===== config.mk =====
export PLATFORM = sky130hd
export DESIGN_NAME = speed_scheduler
export DESIGN_NICKNAME = d
export VERILOG_FILES = /design/src/rtl/speed_scheduler.sv
export SDC_FILE = /design/constraint.sdc
export NUM_CORES = 1
export LEC_CHECK = 0
export CAP_MARGIN = 5
export CELL_PAD_IN_SITES_DETAIL_PLACEMENT = 1
export CELL_PAD_IN_SITES_GLOBAL_PLACEMENT = 1
export CORE_MARGIN = 2
export CORE_UTILIZATION = 35
export CTS_BUF_LIST = sky130_fd_sc_hd__clkbuf_8
export DETAILED_ROUTE_END_ITERATION = 16
export PLACE_DENSITY_LB_ADDON = 0.1
export SLEW_MARGIN = 20
export SYNTH_ARGS = -nofsm -noshare
export SYNTH_HDL_FRONTEND = slang
export SYNTH_SLANG_ARGS = --single-unit

===== constraint.sdc =====
create_clock -name clk_in -period 3.3 [get_ports clk_in]
set_clock_uncertainty 0.1 [all_clocks]
set_input_delay 0.495 -clock clk_in [delete_from_list [all_inputs] [get_ports clk_in]]
set_output_delay 0.495 -clock clk_in [all_outputs]
set_load 0.03 [all_outputs]

===== src/rtl/speed_scheduler.sv =====
// Frame-driven difficulty scheduler: steps a speed level every FRAMES_PER_LEVEL frames of an active run
// and drives registered physics constants. Optional power-up boost is compiled in with SPEED_BOOST_EN.
module speed_scheduler #(
    parameter int FRAMES_PER_LEVEL = 1800,
    parameter int MAX_LEVEL        = 3,
    parameter int FCOUNT_W         = 12
) (
    input  logic       clk_in,
    input  logic       rst_in,
    input  logic       frame_in,
    input  logic       start_in,
    input  logic       pause_in,
    input  logic       game_over_in,
`ifdef SPEED_BOOST_EN
    input  logic       boost_in,
`endif
    output logic [1:0] level_out,
    output logic [3:0] speed_out,
    output logic [5:0] gravity_out,
    output logic [7:0] duck_limit_out,
    output logic [9:0] vertical_jump_out,
    output logic       level_up_out,
    output logic       running_out
);

    typedef enum logic [1:0] {IDLE, RUN, PAUSED, OVER} state_t;

    localparam logic [1:0]          MAX_LV     = 2'(MAX_LEVEL);
    localparam logic [FCOUNT_W-1:0] LAST_FRAME = FCOUNT_W'(FRAMES_PER_LEVEL - 1);

    state_t              state_reg, state_next;
    logic [1:0]          level_reg, level_next;
    logic [FCOUNT_W-1:0] count_reg, count_next;
    logic                level_up_reg, level_up_next;
    logic [3:0]          speed_reg;
    logic [5:0]          gravity_reg;
    logic [7:0]          duck_reg;
    logic [9:0]          jump_reg;
    logic [1:0]          eff_next;
    logic                frame_step;

    // Packed row: {speed, gravity, duck_limit, vertical_jump}
    function automatic logic [27:0] row(input logic [1:0] lv);
        case (lv)
            2'd0:    row = {4'd1, 6'd1,  8'd128, 10'd180};
            2'd1:    row = {4'd2, 6'd4,  8'd64,  10'd300};
            2'd2:    row = {4'd4, 6'd15, 8'd32,  10'd470};
            default: row = {4'd8, 6'd60, 8'd16,  10'd700};
        endcase
    endfunction

    // Game over outranks pause, and pause outranks a frame tick on the same cycle.
    assign frame_step = (state_reg == RUN) && !game_over_in && !pause_in && frame_in;

    always_comb begin
        state_next    = state_reg;
        level_next    = level_reg;
        count_next    = count_reg;
        level_up_next = 1'b0;
        unique case (state_reg)
            IDLE, OVER: begin
                if (start_in) begin
                    state_next = RUN;
                    level_next = 2'd0;
                    count_next = '0;
                end
            end
            RUN: begin
                if (game_over_in) begin
                    state_next = OVER;
                end else if (pause_in) begin
                    state_next = PAUSED;
                end else if (frame_step) begin
                    if (count_reg == LAST_FRAME) begin
                        count_next = '0;
                        if (level_reg < MAX_LV) begin
                            level_next    = level_reg + 2'd1;
                            level_up_next = 1'b1;
                        end
                    end else begin
                        count_next = count_reg + 1'b1;
                    end
                end
            end
            PAUSED: begin
                if (game_over_in)
                    state_next = OVER;
                else if (!pause_in)
                    state_next = RUN;
            end
        endcase
    end

`ifdef SPEED_BOOST_EN
    localparam logic [FCOUNT_W-1:0] BOOST_FRAMES = FCOUNT_W'(FRAMES_PER_LEVEL / 4);

    logic                boost_armed_reg, boost_armed_next;
    logic [FCOUNT_W-1:0] boost_left_reg, boost_left_next;

    // A request arms the boost; the next counted frame loads the duration.
    always_comb begin
        boost_armed_next = boost_armed_reg;
        boost_left_next  = boost_left_reg;
        if (frame_step) begin
            if (boost_armed_reg) begin
                boost_left_next  = BOOST_FRAMES;
                boost_armed_next = 1'b0;
            end else if (boost_left_reg != '0) begin
                boost_left_next = boost_left_reg - 1'b1;
            end
        end
        if (state_reg == RUN && !game_over_in && boost_in)
            boost_armed_next = 1'b1;
        if (state_next == OVER) begin
            boost_armed_next = 1'b0;
            boost_left_next  = '0;
        end
        eff_next = (boost_left_next != '0 && level_next != 2'd3) ? level_next + 2'd1 : level_next;
    end

    always_ff @(posedge clk_in or posedge rst_in) begin
        if (rst_in) begin
            boost_armed_reg <= 1'b0;
            boost_left_reg  <= '0;
        end else begin
            boost_armed_reg <= boost_armed_next;
            boost_left_reg  <= boost_left_next;
        end
    end
`else
    assign eff_next = level_next;
`endif

    always_ff @(posedge clk_in or posedge rst_in) begin
        if (rst_in) begin
            state_reg    <= IDLE;
            level_reg    <= 2'd0;
            count_reg    <= '0;
            level_up_reg <= 1'b0;
            speed_reg    <= 4'd1;
            gravity_reg  <= 6'd1;
            duck_reg     <= 8'd128;
            jump_reg     <= 10'd180;
        end else begin
            state_reg    <= state_next;
            level_reg    <= level_next;
            count_reg    <= count_next;
            level_up_reg <= level_up_next;
            {speed_reg, gravity_reg, duck_reg, jump_reg} <= row(eff_next);
        end
    end

    assign level_out         = level_reg;
    assign speed_out         = speed_reg;
    assign gravity_out       = gravity_reg;
    assign duck_limit_out    = duck_reg;
    assign vertical_jump_out = jump_reg;
    assign level_up_out      = level_up_reg;
    assign running_out       = (state_reg == RUN);

endmodule


## Word-level counts from Yosys, hierarchy flattened

Cells that the tools add are included.

| word-level totals | value |
|---|---|
| flip-flop bits (word level) | 45 |
| input port bits | 6 |
| output and inout port bits | 32 |
| word-level logic and storage cells | 60 |

| operators by class | value |
|---|---|
| add/subtract/negate cells | 2 |
| magnitude comparators | 1 |
| equal/unequal tests | 12 |
| mux-type cells | 26 |
| reduce and logical (&&, ||, !) cells | 11 |

Operators with widths:

| operator | count |
|---|---|
| case mux 28 bit (3 select lines) | 1 |
| two-way mux 12 bit | 5 |
| case mux 12 bit (2 select lines) | 1 |
| two-way mux 2 bit | 11 |
| adder 12 x 1 -> 12 bit (second input constant) | 1 |
| == test 12 x 11 -> 1 bit (second input constant) | 1 |
| == test 2 bit (second input constant) | 3 |
| two-way mux 1 bit | 6 |
| inequality test 2 bit (second input constant) | 3 |
| inequality test 3 bit (second input constant) | 2 |
| case mux 2 bit (3 select lines) | 1 |
| AND reduction 5 bit | 1 |
| == test 2 x 1 -> 1 bit (second input constant) | 2 |
| logical NOT 2 bit | 2 |
| case mux 2 bit (2 select lines) | 1 |
| logical AND 1 bit | 3 |
| AND reduction 3 bit | 1 |
| adder 2 x 1 -> 2 bit (second input constant) | 1 |
| logical NOT 1 bit | 2 |
| < comparator 2 bit (second input constant) | 1 |
| inequality test 2 x 1 -> 1 bit (second input constant) | 1 |
| nonzero test 2 bit | 1 |
| OR reduction 2 bit | 1 |

## Depth between registers and ports, before layout

Gate-level depths: netlist of the first run.

| depth | value |
|---|---|
| depth in word-level cells | 10 |
| depth in mapped cells | 9 |
| mapped depth without buffers | 9 |

## Worst setup path before layout of the first run

OpenSTA, ideal clock, no wires.

| timing | value |
|---|---|
| path type | register -> register |
| from | register count_reg[4] |
| to | register gravity_reg[3] (netlist: gravity_out[3]) |
| setup time | 124 ps |
| arrival time | 2230 ps |
| required time | 3076 ps |
| setup slack | 846 ps |
| stages on the path, launching flop included | 8 |
| path buffers | 1 |
| clock period less this slack | 2454 ps |
| cells stage by stage | dfrtp_1 -> or4_1 -> or4_1 -> buf_4 -> nor3_4 -> mux2_4 -> ha_1 -> o21bai_1 |

| between the ends | value |
|---|---|
| word-level cells in the longest chain between the ends | 8 |
| elaborated cells on any way between the ends | 10 |
| those cells by class | eq/ne (3); mux (6); reduce/logical (1) |

RTL lines:

| item | RTL line | source |
|---|---|---|
| start, declared | 33 | `logic [FCOUNT_W-1:0] count_reg, count_next;` |
| start signal, assigned | 147 | `count_reg <= count_next;` |
| == test 12 x 11 -> 1 bit * | 74 | `if (count_reg == LAST_FRAME) begin` |
| two-way mux 2 bit * | 74 |  |
| two-way mux 2 bit * | 73 | `end else if (frame_step) begin` |
| two-way mux 2 bit * | 71 | `end else if (pause_in) begin` |
| two-way mux 2 bit * | 69 | `if (game_over_in) begin` |
| case mux 2 bit (2 select lines) * | 60 | `unique case (state_reg)` |
| == test 2 bit, or another cell as far along | 44 | `case (lv)` |
| case mux 28 bit (3 select lines) * | 44 |  |
| end signal, assigned | 149 | `{speed_reg, gravity_reg, duck_reg, jump_reg} <= row(eff_next);` |
| end, declared | 36 | `logic [5:0] gravity_reg;` |

Every way passes the cells marked *; elsewhere a longest branch is shown, timed or not.
A chain may end at the register's enable or synchronous reset.

## Worst setup path in the final report of the first run

Ends and elaborated chain as after synthesis.

==> results of run 1 <==
==> cells in the mapped netlist <==
| cell type | instances | area [um2] |
|---|---|---|
| nand2b_1 | 3 | 18.8 |
| clkbuf_1 | 2 | 7.51 |
| o21ai_0 | 8 | 40.0 |
| dfrtp_1 | 23 | 576 |
| nor2_1 | 9 | 33.8 |
| and2_1 | 1 | 6.26 |
| o31ai_1 | 1 | 7.51 |
| nor4_1 | 2 | 12.5 |
| o21ai_2 | 1 | 8.76 |
| inv_1 | 8 | 30.0 |
| nor3_4 | 1 | 16.3 |
| conb_1 | 2 | 7.51 |
| dfstp_2 | 4 | 105 |
| mux2i_1 | 1 | 10.0 |
| nand4b_1 | 1 | 8.76 |
| a211oi_1 | 1 | 7.51 |
| o211ai_1 | 2 | 15.0 |
| or2_2 | 1 | 6.26 |
| nand3b_1 | 2 | 15.0 |
| and4bb_2 | 1 | 12.5 |
| a21oi_1 | 3 | 15.0 |
| or4_1 | 2 | 15.0 |
| a2111oi_0 | 1 | 8.76 |
| xnor2_1 | 5 | 43.8 |
| a21oi_2 | 1 | 8.76 |
| or3_1 | 5 | 31.3 |
| buf_4 | 19 | 143 |
| nand4_1 | 1 | 6.26 |
| ha_1 | 5 | 62.6 |
| mux2_4 | 1 | 15.0 |
| nand2_1 | 14 | 52.6 |
| a21o_1 | 1 | 7.51 |
| nor2b_1 | 2 | 12.5 |
| a31o_2 | 1 | 8.76 |
| nor3_1 | 4 | 20.0 |
| o21bai_1 | 1 | 7.51 |
| nand3_1 | 8 | 40.0 |
==> worst paths after layout <==
path	from	to	slack (ps)
worst min register to register	level_out[1]	level_up_out	440
worst max register to register	count_reg[4]	gravity_out[3]	770
worst min-delay path	level_out[1]	level_up_out	440
max in group asynchronous	rst_in	count_reg[2]	2100
worst max-delay path	count_reg[4]	gravity_out[3]	770
min in group asynchronous	rst_in	gravity_out[2]	550
==> through the flow <==
step,area (um2),std cells,setup slack [ps],total power [mW]
6_report,1750,219,766,0.910
3_3_place_gp,1700,215,710,0.719
5_1_grt,1750,219,622,0.979
2_1_floorplan,1460,152,846,0.637
3_5_place_dp,1700,215,578,0.737
4_1_cts,1750,219,738,0.921
==> routing by layer <==
metal	up-vias	routed length, um	global-route usage
met3	4	109	0.0164
met5	-	0	0
met2	28	1480	0.248
li1	521	-	-
met1	530	1340	0.180
met4	0	35	0.0475
==> power by group through the flow <==
stage                     Combinational [mW]  Clock (mW)  Sequential (mW)
after floorplan                        0.248           0            0.389
after global placement                 0.325           0            0.394
after detailed placement               0.341           0            0.397
after CTS                              0.342       0.188            0.390
after global routing                   0.383       0.200            0.397
final                                  0.341       0.178            0.391
==> cell type report <==
| cell class | instances | area, um2 |
|---|---|---|
| fill | 460 | 2220 |
| sequential | 27 | 681 |
| multi-input combinational | 96 | 597 |
| timing repair buffer | 34 | 333 |
| tap | 50 | 62.6 |
| clock buffer | 3 | 41.3 |
| inverter | 8 | 30.0 |
| clock inverter | 1 | 3.75 |
==> logic make-up after synthesis <==
family,synth area share
AO/OA/AOI/OAI,0.0937
XOR/XNOR,0.0304
adder cells (fa/ha/maj),0.0434
buffers and inverters,0.125
flip-flops,0.472
multiplexers,0.0173
other,0.00521
AND/OR/NAND/NOR,0.213
==> results.txt, run 1 <==
- Setup Total Neg Slack: 0 ps
- Of the total power, the clock network draws 0.196.
* Net switching share of the total power: 0.375
- The routed layout has 1,083 vias.
- Ordered list of cells on the worst path: or4_1, or4_1, nor3_4, mux2_4, ha_1, o21bai_1
* Type of the setup path with the least slack: reg -> reg
* Max Root-Sink Buffers: 2
- Setup repair after global routing missed its margin: no
- Max Slew Vio Count: 0
* Number of DRC markers in iteration 0: 35
* Nets: 181
* Total die area: 4650 um2
- Total of endpoints with negative setup slack in the final report: 0
- The first global-routing pass estimated 4940 um of wire.
- The number of failing hold endpoints at the final stage was 0.
* Number of global-route vias before repair: 1,060
- Number of stages on the worst hold path: 1
- Initial standard-cell utilization of the core: 0.363
- CTS H-tree lvls: 1
- Worst hold path class: reg -> reg
- Std-Cell Core Area: about 4000 um2
- Worst path max stage delay: about 500 ps
- The internal power of the cells totals 0.569 mW.
* Clock insertion delay at the later pin of the skew report: 260 ps
- Clock tree from TritonCTS: done
* TritonCTS Buffers: 3
* Most common cell after layout, fill and taps aside: clkdlybuf4s50_1
* DRC errors left: 0
- After detailed routing, the total wire length is between 2000 and 3000 um.
- After synthesis, the mean cell area works out to a little under 10 um2.
- Count of standard-cell rows: 23
* Final core utilization: 0.440
* 1st-pass router iterations: 4
- The register with the most flip-flops in the layout has 12 of them.
* Element type at the critical path start: register
* Count of mapped cells out of synthesis: 148
- Crit. End Element: register
- 38 I/O pins were placed.
- Global placer's final weighted congestion: 0.856
* Critical-path maximum fanout: 10
- Via count normalized by instance count: 4.95
* Inserted Diodes: 0
* Max_slew headroom: 0.338
* Max rail drop VDD: 0.286 mV
* Port Buffer Count: 31
- Post_cts resized: 0
* Chip width: around 70 um
- For the pin with the worst max-slew slack, the measured transition is 987 ps.
- Final global-route overflow total: 0
- Clock sinks: 27
- Layout-stage area growth over the synthesis result: 21.2%
- STA puts the critical path data required time at 3360 ps.
* Mapped cell area: 1440 um2
- Combinational fraction of design power: 0.375
- The analysis attributes to cell leakage a power of between 0.7 and 0.8 nW.
* ANT nets after route: 0
* Commonest cells after routing, fill and taps aside: clkdlybuf4s50_1 (31), dfrtp_1 (23), nand2_1 (14)
- The tree is rooted in a clkbuf_8.
- Max-cap violations in this run came to 0.
- The number of buffers and inverters on the critical path is 0.
- Slowest cell on crit path: or4_1
- After clock tree synthesis, the clock-pin slew on the worst setup and hold paths is approximately 90 ps.
- Cell depth of the worst setup path: 6
- Power density cells: 521 nW/um2
- Number of hold buffers added after cts: 0
- Fmax: a little under 400 MHz
* Cell family with most CP delay: simple AND/OR/NAND/NOR gates
- Final clock period utilization by the worst path: 0.768
- Of the total power, registers draw 0.429.
* Distinct cells, synth: 37
* Initial antenna violation count: 0
- After layout, the minimum clock period comes to 2530 ps.
- Number of setup buffers added after CTS: 0
* Routed length per placed instance: 13.5 um
- Across all hold checks on the routed design, the worst slack comes to ~440 ps.
* Synthesis-stage register bit count: 27
- Among the stages of the critical path, the cell type that occurs most often is or4_1.
- Dpl hpwl: 2270 um
- At the worst endpoint, the arrival time is between 2000 and 3000 ps.
- Entering global routing, the biggest net connects 28 pins.
* Share of cells above drive strength 1: 0.101
- The worst register-to-register path has a depth of 6.
- The analysis attributes to net switching a power of between 0.3 and 0.4 mW.
- In this run the vertical extent of the chip is between 60 and 70 um.
* Sequential-to-total area share from yosys stat: 0.472
- Outcome: finished, final reports clean
- Number of warnings reported in the yosys synthesis log: 0
- In the global route stage, overall resource usage came out at 0.141.
(Power assumes the default switching activity.)
==> run 2: changes to the inputs <==
CORE_UTILIZATION = 34   (was 35)
clock period = 2.2 ns   (was 3.3 ns; I/O delays follow)
==> results.txt, run 2 (same netlist as run 1, synthesis figures left out) <==
- Number of DRC markers in iteration 0: 41 (was 35)
* Count of vias placed by the detailed router: 1,210 (was 1,083)
* DRC errors left: 0 (unchanged)
- Cell family with most CP delay: simple AND/OR/NAND/NOR gates (unchanged)
* Fmax: 423 MHz (was 395 MHz)
* Most common cell after layout, fill and taps aside: clkdlybuf4s50_1 (unchanged)
- Nets: 206 (was 181)
* Type of the setup path with the least slack: reg -> reg (unchanged)
- The worst slew margin relative to its limit came to 0.614 (was 0.338).
- ANT nets after route: 0 (unchanged)
- The standard-cell row count is 23 (unchanged).
- The checks that failed: negative setup slack.
* Cell depth of the worst setup path: 6 (unchanged)
- Port Buffer Count: 31 (unchanged)
- The internal reg-to-reg setup slack is -170 ps (was 770 ps).
* Max Slew Vio Count: 0 (unchanged)
* Static Leak: 0.884 nW (was 0.748 nW)
- The number of endpoints failing setup at the final stage was 10 (was 0).
* Number of global-route vias before repair: 1,340 (was 1,060)
* Std-Cell Core Area: 4030 um2 (was 3970 um2)
- Setup repair after global routing missed its margin: yes (was no)
- Flip-flop count of the largest register, all copies and words added: 12 (unchanged)
- The buffer cell driving the clock tree root was clkbuf_8 (unchanged).
- Clock power frac: 0.174 (was 0.196)
* Critical Path Sink: gravity_out[3] (unchanged)
- Final-layout worst hold slack: 338 ps (was 436 ps)
- The total buffers and inverters traversed by the critical path came to 0 (unchanged).
- Initial standard-cell utilization of the core: 0.358 (was 0.363)
* Worst hold path class: in -> async (was reg -> reg)
* Clock-pin slew on the worst setup and hold paths: 90 ps (about the same)
* Worst slew pin tran: 578 ps (was 987 ps)
- The sum of net half-perimeters after detailed placement was 2850 um (was 2270 um).
- The non-filler instance count after layout came to 244 (was 219).
- The ratio of final minimum period to clock period came to 1.08 (was 0.768).
* Total of max-cap violations: 0 (unchanged)
- # IOs: 38 (unchanged)
* Power density cells: 783 nW/um2 (was 521 nW/um2)
- The per-cell via count in the routed design came to 4.96 (was 4.95).
- The global route total overflow came to 0 (unchanged).
- Max rail drop VDD: 0.287 mV (was 0.286 mV)
* CTS H-tree lvls: 1 (unchanged)
* Crit. End Element: register (unchanged)
- Routed length per placed instance: 14.9 um (was 13.5 um)
- Commonest cells after routing, fill and taps aside: clkdlybuf4s50_1 (30), buf_4 (27), dfrtp_1 (22) (was clkdlybuf4s50_1 (31), dfrtp_1 (23), nand2_1 (14)).
* 1st-pass router iterations: 4 (unchanged)
- The total track usage came to 0.167 (was 0.141).
- Depth of the most critical reg-to-reg path: 6 (unchanged)
* Required time at the worst-slack endpoint: 2260 ps (was 3360 ps)
* Global placer's final weighted congestion: 0.776 (was 0.856)
* Switching power: 0.597 mW (was 0.341 mW)
* Initial antenna violation count: 0 (unchanged)
- Element type at the critical path start: register (unchanged)
- The layout-stage area growth over the synthesis result was 40.4% (was 21.2%).
- The number of failing hold endpoints at the final stage came to 0 (unchanged).
- The worst stage delay on the critical path came to 530 ps (was 500 ps).
* Wire length of the first global-routing pass: 6530 um (was 4940 um)
* Portion of total power attributed to sequential cells: 0.367 (was 0.429)
* Die height: 69.1 um (was 68.2 um)
- Max Root-Sink Buffers: 2 (unchanged)
- Clock insertion delay at the later pin of the skew report: 270 ps (was 260 ps)
- Signal arrival time at the worst endpoint: 2430 ps (was 2590 ps)
- The count of placed standard cells including taps was 237 (was 215).
- Startpoint of the worst setup timing path: count_reg[11] (was count_reg[4])
* Chip width: 69.1 um (was 68.2 um)
* Number of hold buffers added after cts: 0 (unchanged)
- The maximum net fanout on the critical path was 5 (was 10).
* Largest net degree at the start of global routing: 17 (was 28)
- The detailed-route wire length is 3630 um (was 2960 um).
- The clock period minus final worst setup slack was 2370 ps (was 2530 ps).
- The final-layout fill cell count came to 470 (was 460).
* Total die area: 4780 um2 (was 4650 um2)
- Ordered list of cells on the worst path: or4_1, or4_4, nor3_4, mux2_4, ha_4, o21bai_1 (was or4_1, or4_1, nor3_4, mux2_4, ha_1, o21bai_1)
- Clock sinks: 27 (unchanged)
- Slowest cell on crit path: or4_1 (unchanged)
- Outcome: finished, violations left (was finished, final reports clean)
* Final core utilization: 0.503 (was 0.440)
* Setup ws final: -167 ps (was 766 ps)
- Inserted Diodes: 0 (unchanged)
- Worst flop-to-flop path endpoint: gravity_out[3] (unchanged)
- Share of cells above drive strength 1: 0.278 (was 0.101)
- The switching share of power was 0.376 (was 0.375).
- The reg-to-reg critical path startpoint is count_reg[11] (was count_reg[4]).
* Combinational fraction of design power: 0.458 (was 0.375)
- The internal power came to 0.990 mW (was 0.569 mW).
- The clock buffer count from CTS is 3 (unchanged).
- The clock tree from TritonCTS was done (unchanged).
## run 2: changes by cell type in the layout (fill, tap and decap cells not counted), moves of 3 or more
cell   previous run  this run
buf_4             3        27
ha_1              5         1
ha_4              0         4
inv_1             8         5
inv_2             0         4
## run 2: routing by layer
metal / up-vias / global-route usage / wire [um]
li1: 574 / - / -
met1: 610 / 0.189 / 1520
met2: 22 / 0.324 / 1970
met3: 4 / 0.0205 / 94
met4: 0 / 0.0458 / 38
met5: - / 0 / 0
## run 2: how the worst min path moves through the flow
stage                 startpoint        endpoint  slack (ps)  cells past startpoint
finish                    rst_in    level_out[1]         340                      2
global route              rst_in  gravity_out[1]         400                      2
CTS                       rst_in    level_out[1]         360                      2
detailed placement  level_out[1]    level_up_out         400                      1
global placement    state_reg[1]    state_reg[1]         390                      2
floorplan                 rst_in    count_reg[0]         280                      1
## run 2: area by class of cell
class	count	area, um2	area share
Tap cell	50	62.6	0.0309
Multi-Input combinational cell	96	674	0.333
Clock buffer	3	41.3	0.0204
Inverter	8	30.0	0.0148
Clock inverter	1	3.75	0.00185
Timing Repair Buffer	59	532	0.263
Sequential cell	27	682	0.337
## run 2: stage by stage
stage	setup WS, ps	TNS, ps	power [mW]	instance area, um2
2_1_floorplan	-224	-669	0.960	1480
3_3_place_gp	-152	-803	1.21	1900
3_5_place_dp	-205	-1530	1.25	1900
4_1_cts	-173	-871	1.55	2000
5_1_grt	-233	-1480	1.70	2030
6_report	-167	-809	1.59	2030
## run 2: timing repair
action / CTS / global route
setup buffers: 3 / 0
pin swaps: 1 / 1
resized for setup: 10 / 6
endpoints found under the setup margin: 21 / 15
## run 2: worst register-to-register path: cells and delay by family, from the launching register on
family,cells,cell delay (ps)
AOI/OAI and AO/OA,1,140
DFF,1,380
muxes,1,350
and+or+nand+nor,3,1120
adders and majority gates,1,170
## run 2: power by group through the flow
| stage | Sequential, mW | Clock (mW) | Combinational [mW] |
|---|---|---|---|
| after global placement | 0.576 | 0 | 0.631 |
| after CTS | 0.573 | 0.288 | 0.684 |
| after global routing | 0.588 | 0.306 | 0.804 |
| after detailed placement | 0.582 | 0 | 0.671 |
| final | 0.583 | 0.277 | 0.727 |
| after floorplan | 0.584 | 0 | 0.376 |
==> run 3: changes to the inputs <==
PLACE_DENSITY = 0.88   (was unset)
PLACE_DENSITY_LB_ADDON = unset   (was 0.1)
==> results.txt, run 3 (same netlist as run 1, synthesis figures left out) <==
- Worst path max stage delay: 510 ps (was 530 ps)
- Nets: 208 (was 206)
- The reg-to-reg endpoint was gravity_out[3] (unchanged).
- Clock tree from TritonCTS: done (unchanged)
- The layout-stage area growth over the synthesis result is 38.3% (was 40.4%).
- Signal arrival time at the worst endpoint: 2460 ps (was 2430 ps)
* Chip width: 69.1 um (unchanged)
- Max Root-Sink Buffers: 2 (unchanged)
- Total die area: 4780 um2 (unchanged)
- Total of max-cap violations: 0 (unchanged)
- The number of endpoints failing setup at the final stage came to 13 (was 10).
* Global placer's final weighted congestion: 0.755 (was 0.776)
* Count of standard-cell rows: 23 (unchanged)
* Net switching share of the total power: 0.382 (was 0.376)
* Critical Path Sink: gravity_out[3] (unchanged)
- The violation count after the first detailed-routing iteration was 22 (was 41).
* Most common cell after layout, fill and taps aside: clkdlybuf4s50_1 (unchanged)
- The number of failing hold endpoints at the final stage came to 0 (unchanged).
- The post-route DRC violation count came to 0 (unchanged).
- The number of max-slew violations in the final report was 0 (unchanged).
- Element type at the critical path start: register (unchanged)
* # IOs: 38 (unchanged)
- The number of flip-flops in the largest register came to 12 (unchanged).
- The category of the critical setup timing path is reg -> reg (unchanged).
- The part of the power in the clock network came to 0.195 (was 0.174).
- Minimum clock period: 2380 ps (was 2370 ps)
- ANT nets after route: 0 (unchanged)
- The post-placement setup slack was -219 ps (was -205 ps).
- The die height was 69.1 um (unchanged).
- Fmax: 420 MHz (was 423 MHz)
- Count of fill cells added during filler insertion: 478 (was 470)
* Portion of total power attributed to sequential cells: 0.374 (was 0.367)
- The critical path depth in cells is 6 (unchanged).
- The first-pass GRT wire length came to 6760 um (was 6530 um).
- Clock insertion delay at the later pin of the skew report: 280 ps (was 270 ps)
- The master of the slowest instance on the critical path was or4_1 (unchanged).
- Power consumption: 1.53 mW (was 1.59 mW)
* TritonCTS Buffers: 3 (unchanged)
- Startpoint of the worst setup timing path: count_reg[4] (was count_reg[11])
- CTS H-tree lvls: 1 (unchanged)
- The peak supply drop was 0.522 mV (was 0.287 mV).
* Launch point of the worst reg-to-reg path: count_reg[4] (was count_reg[11])
* Share of cells above drive strength 1: 0.276 (was 0.278)
* Combinational fraction of design power: 0.432 (was 0.458)
- The total number of vias came to 1,204 (was 1,210).
- Inserted Diodes: 0 (unchanged)
- Number of global-route vias before repair: 1,368 (was 1,340)
- The total buffers and inverters traversed by the critical path came to 0 (unchanged).
- The depth of the worst register-to-register path is 6 (unchanged).
- Required time at the worst-slack endpoint: 2280 ps (was 2260 ps)
* Initial standard-cell utilization of the core: 0.358 (unchanged)
- Dpl hpwl: 2820 um (was 2850 um)
- Commonest cells after routing, fill and taps aside: clkdlybuf4s50_1 (30), buf_4 (29), dfrtp_1 (23) (was clkdlybuf4s50_1 (30), buf_4 (27), dfrtp_1 (22)).
- The clock-pin slew on the worst setup and hold paths came to 100 ps (was 90 ps).
* Port Buffer Count: 31 (unchanged)
* Failing checks: negative setup slack (unchanged)
- Setup repair after global routing missed its margin: yes (unchanged)
- 1st-pass router iterations: 4 (unchanged)
- The category of cells accounting for the largest share of critical-path delay is simple AND/OR/NAND/NOR gates (unchanged).
* Ordered list of cells on the worst path: or4_1, or4_4, nor3_4, mux2_4, ha_4, o21bai_1 (unchanged)
* Initial antenna violation count: 0 (unchanged)
* Via count normalized by instance count: 4.89 (was 4.96)
- The maximum net fanout on the critical path was 3 (was 5).
- Root Buffer: clkbuf_8 (unchanged)
* Final clock period utilization by the worst path: 1.08 (about the same)
* Static Leak: 0.885 nW (was 0.884 nW)
* Number of hold buffers added after cts: 0 (unchanged)
- The net switching component of the power came to 0.585 mW (was 0.597 mW).
- Worst-case register-to-register setup slack: -180 ps (was -170 ps)
- Outcome: finished, violations left (unchanged).
- The path category of the worst min-delay check is in -> async (unchanged).
- Cell Area, Placed: 1890 um2 (was 1900 um2)
- Routed length per placed instance: 16.3 um (was 14.9 um)
- The count of clock tree sinks is 27 (unchanged).
- Largest net degree at the start of global routing: 28 (was 17)
- Setup Total Neg Slack: -1230 ps (was -809 ps)
* Final core utilization: 0.495 (was 0.503)
- Setup ws final: -183 ps (was -167 ps)
* Crit. End Element: register (unchanged)
- Std-Cell Core Area: 4030 um2 (unchanged)
- Final global-route overflow total: 0 (unchanged)
- The power per cell area was 767 nW/um2 (was 783 nW/um2).
- The detailed-route wire length is 4000 um (was 3630 um).
- The final cell area excluding filler cells came to 2000 um2 (was 2030 um2).
- Overall track demand over capacity in global routing: 0.179 (was 0.167)
- Cell-internal power: 0.945 mW (was 0.990 mW)
## run 3: cell count changes in the layout (fill, tap and decap cells not counted), sizes merged
cell,before,now
buf,28,30
clkinvlp,0,1
inv,9,8
## run 3: worst min-delay path by stage
stage,from,end,slack [ps],cells past startpoint
finish,rst_in,count_reg[10],310,3
global route,rst_in,count_reg[8],380,3
CTS,rst_in,count_reg[10],320,3
detailed placement,state_reg[1],state_reg[1],420,2
global placement,state_reg[1],state_reg[1],400,2
floorplan,rst_in,count_reg[0],280,1
## run 3: timing repair
| action | CTS | global route |
|---|---|---|
| endpoints found under the setup margin | 20 | 19 |
| setup buffers | 3 | 1 |
| gates resized for setup | 6 | 4 |
| pin swaps | 0 | 0 |
## run 3: layout make-up
cell class                      instances  area, um2  share of cell area
Clock buffer                            3       41.3              0.0207
Multi-Input combinational cell         96        636               0.318
Clock inverter                          1       7.51             0.00376
Tap cell                               50       62.6              0.0313
Inverter                                8       30.0              0.0150
Sequential cell                        27        681               0.341
Timing Repair Buffer                   61        538               0.270
## run 3: worst min-delay path, cell delays in order
cell and delay (ps):
clkdlybuf4s50_1 400, inv_1 50, buf_4 320
## run 3: power by group through the flow
stage          sequential [mW]  combinational [mW]  clock (mW)
2_1_floorplan            0.584               0.376           0
3_3_place_gp             0.578               0.604           0
3_5_place_dp             0.582               0.631           0
4_1_cts                  0.572               0.633       0.306
5_1_grt                  0.580               0.738       0.329
6_report                 0.571               0.661       0.298
## run 3: per-layer routing
| layer | GRT usage | share of wire |
|---|---|---|
| met5 | 0 | 0 |
| met1 | 0.198 | 0.40 |
| met4 | 0.0741 | 0.024 |
| met3 | 0.0234 | 0.029 |
| met2 | 0.339 | 0.54 |
## run 3: per-stage QoR
step	hold slack [ps]	instances
after floorplan	280	152
after global placement	400	238
after detailed placement	421	238
after CTS	323	245
after global routing	377	246
final	310	246
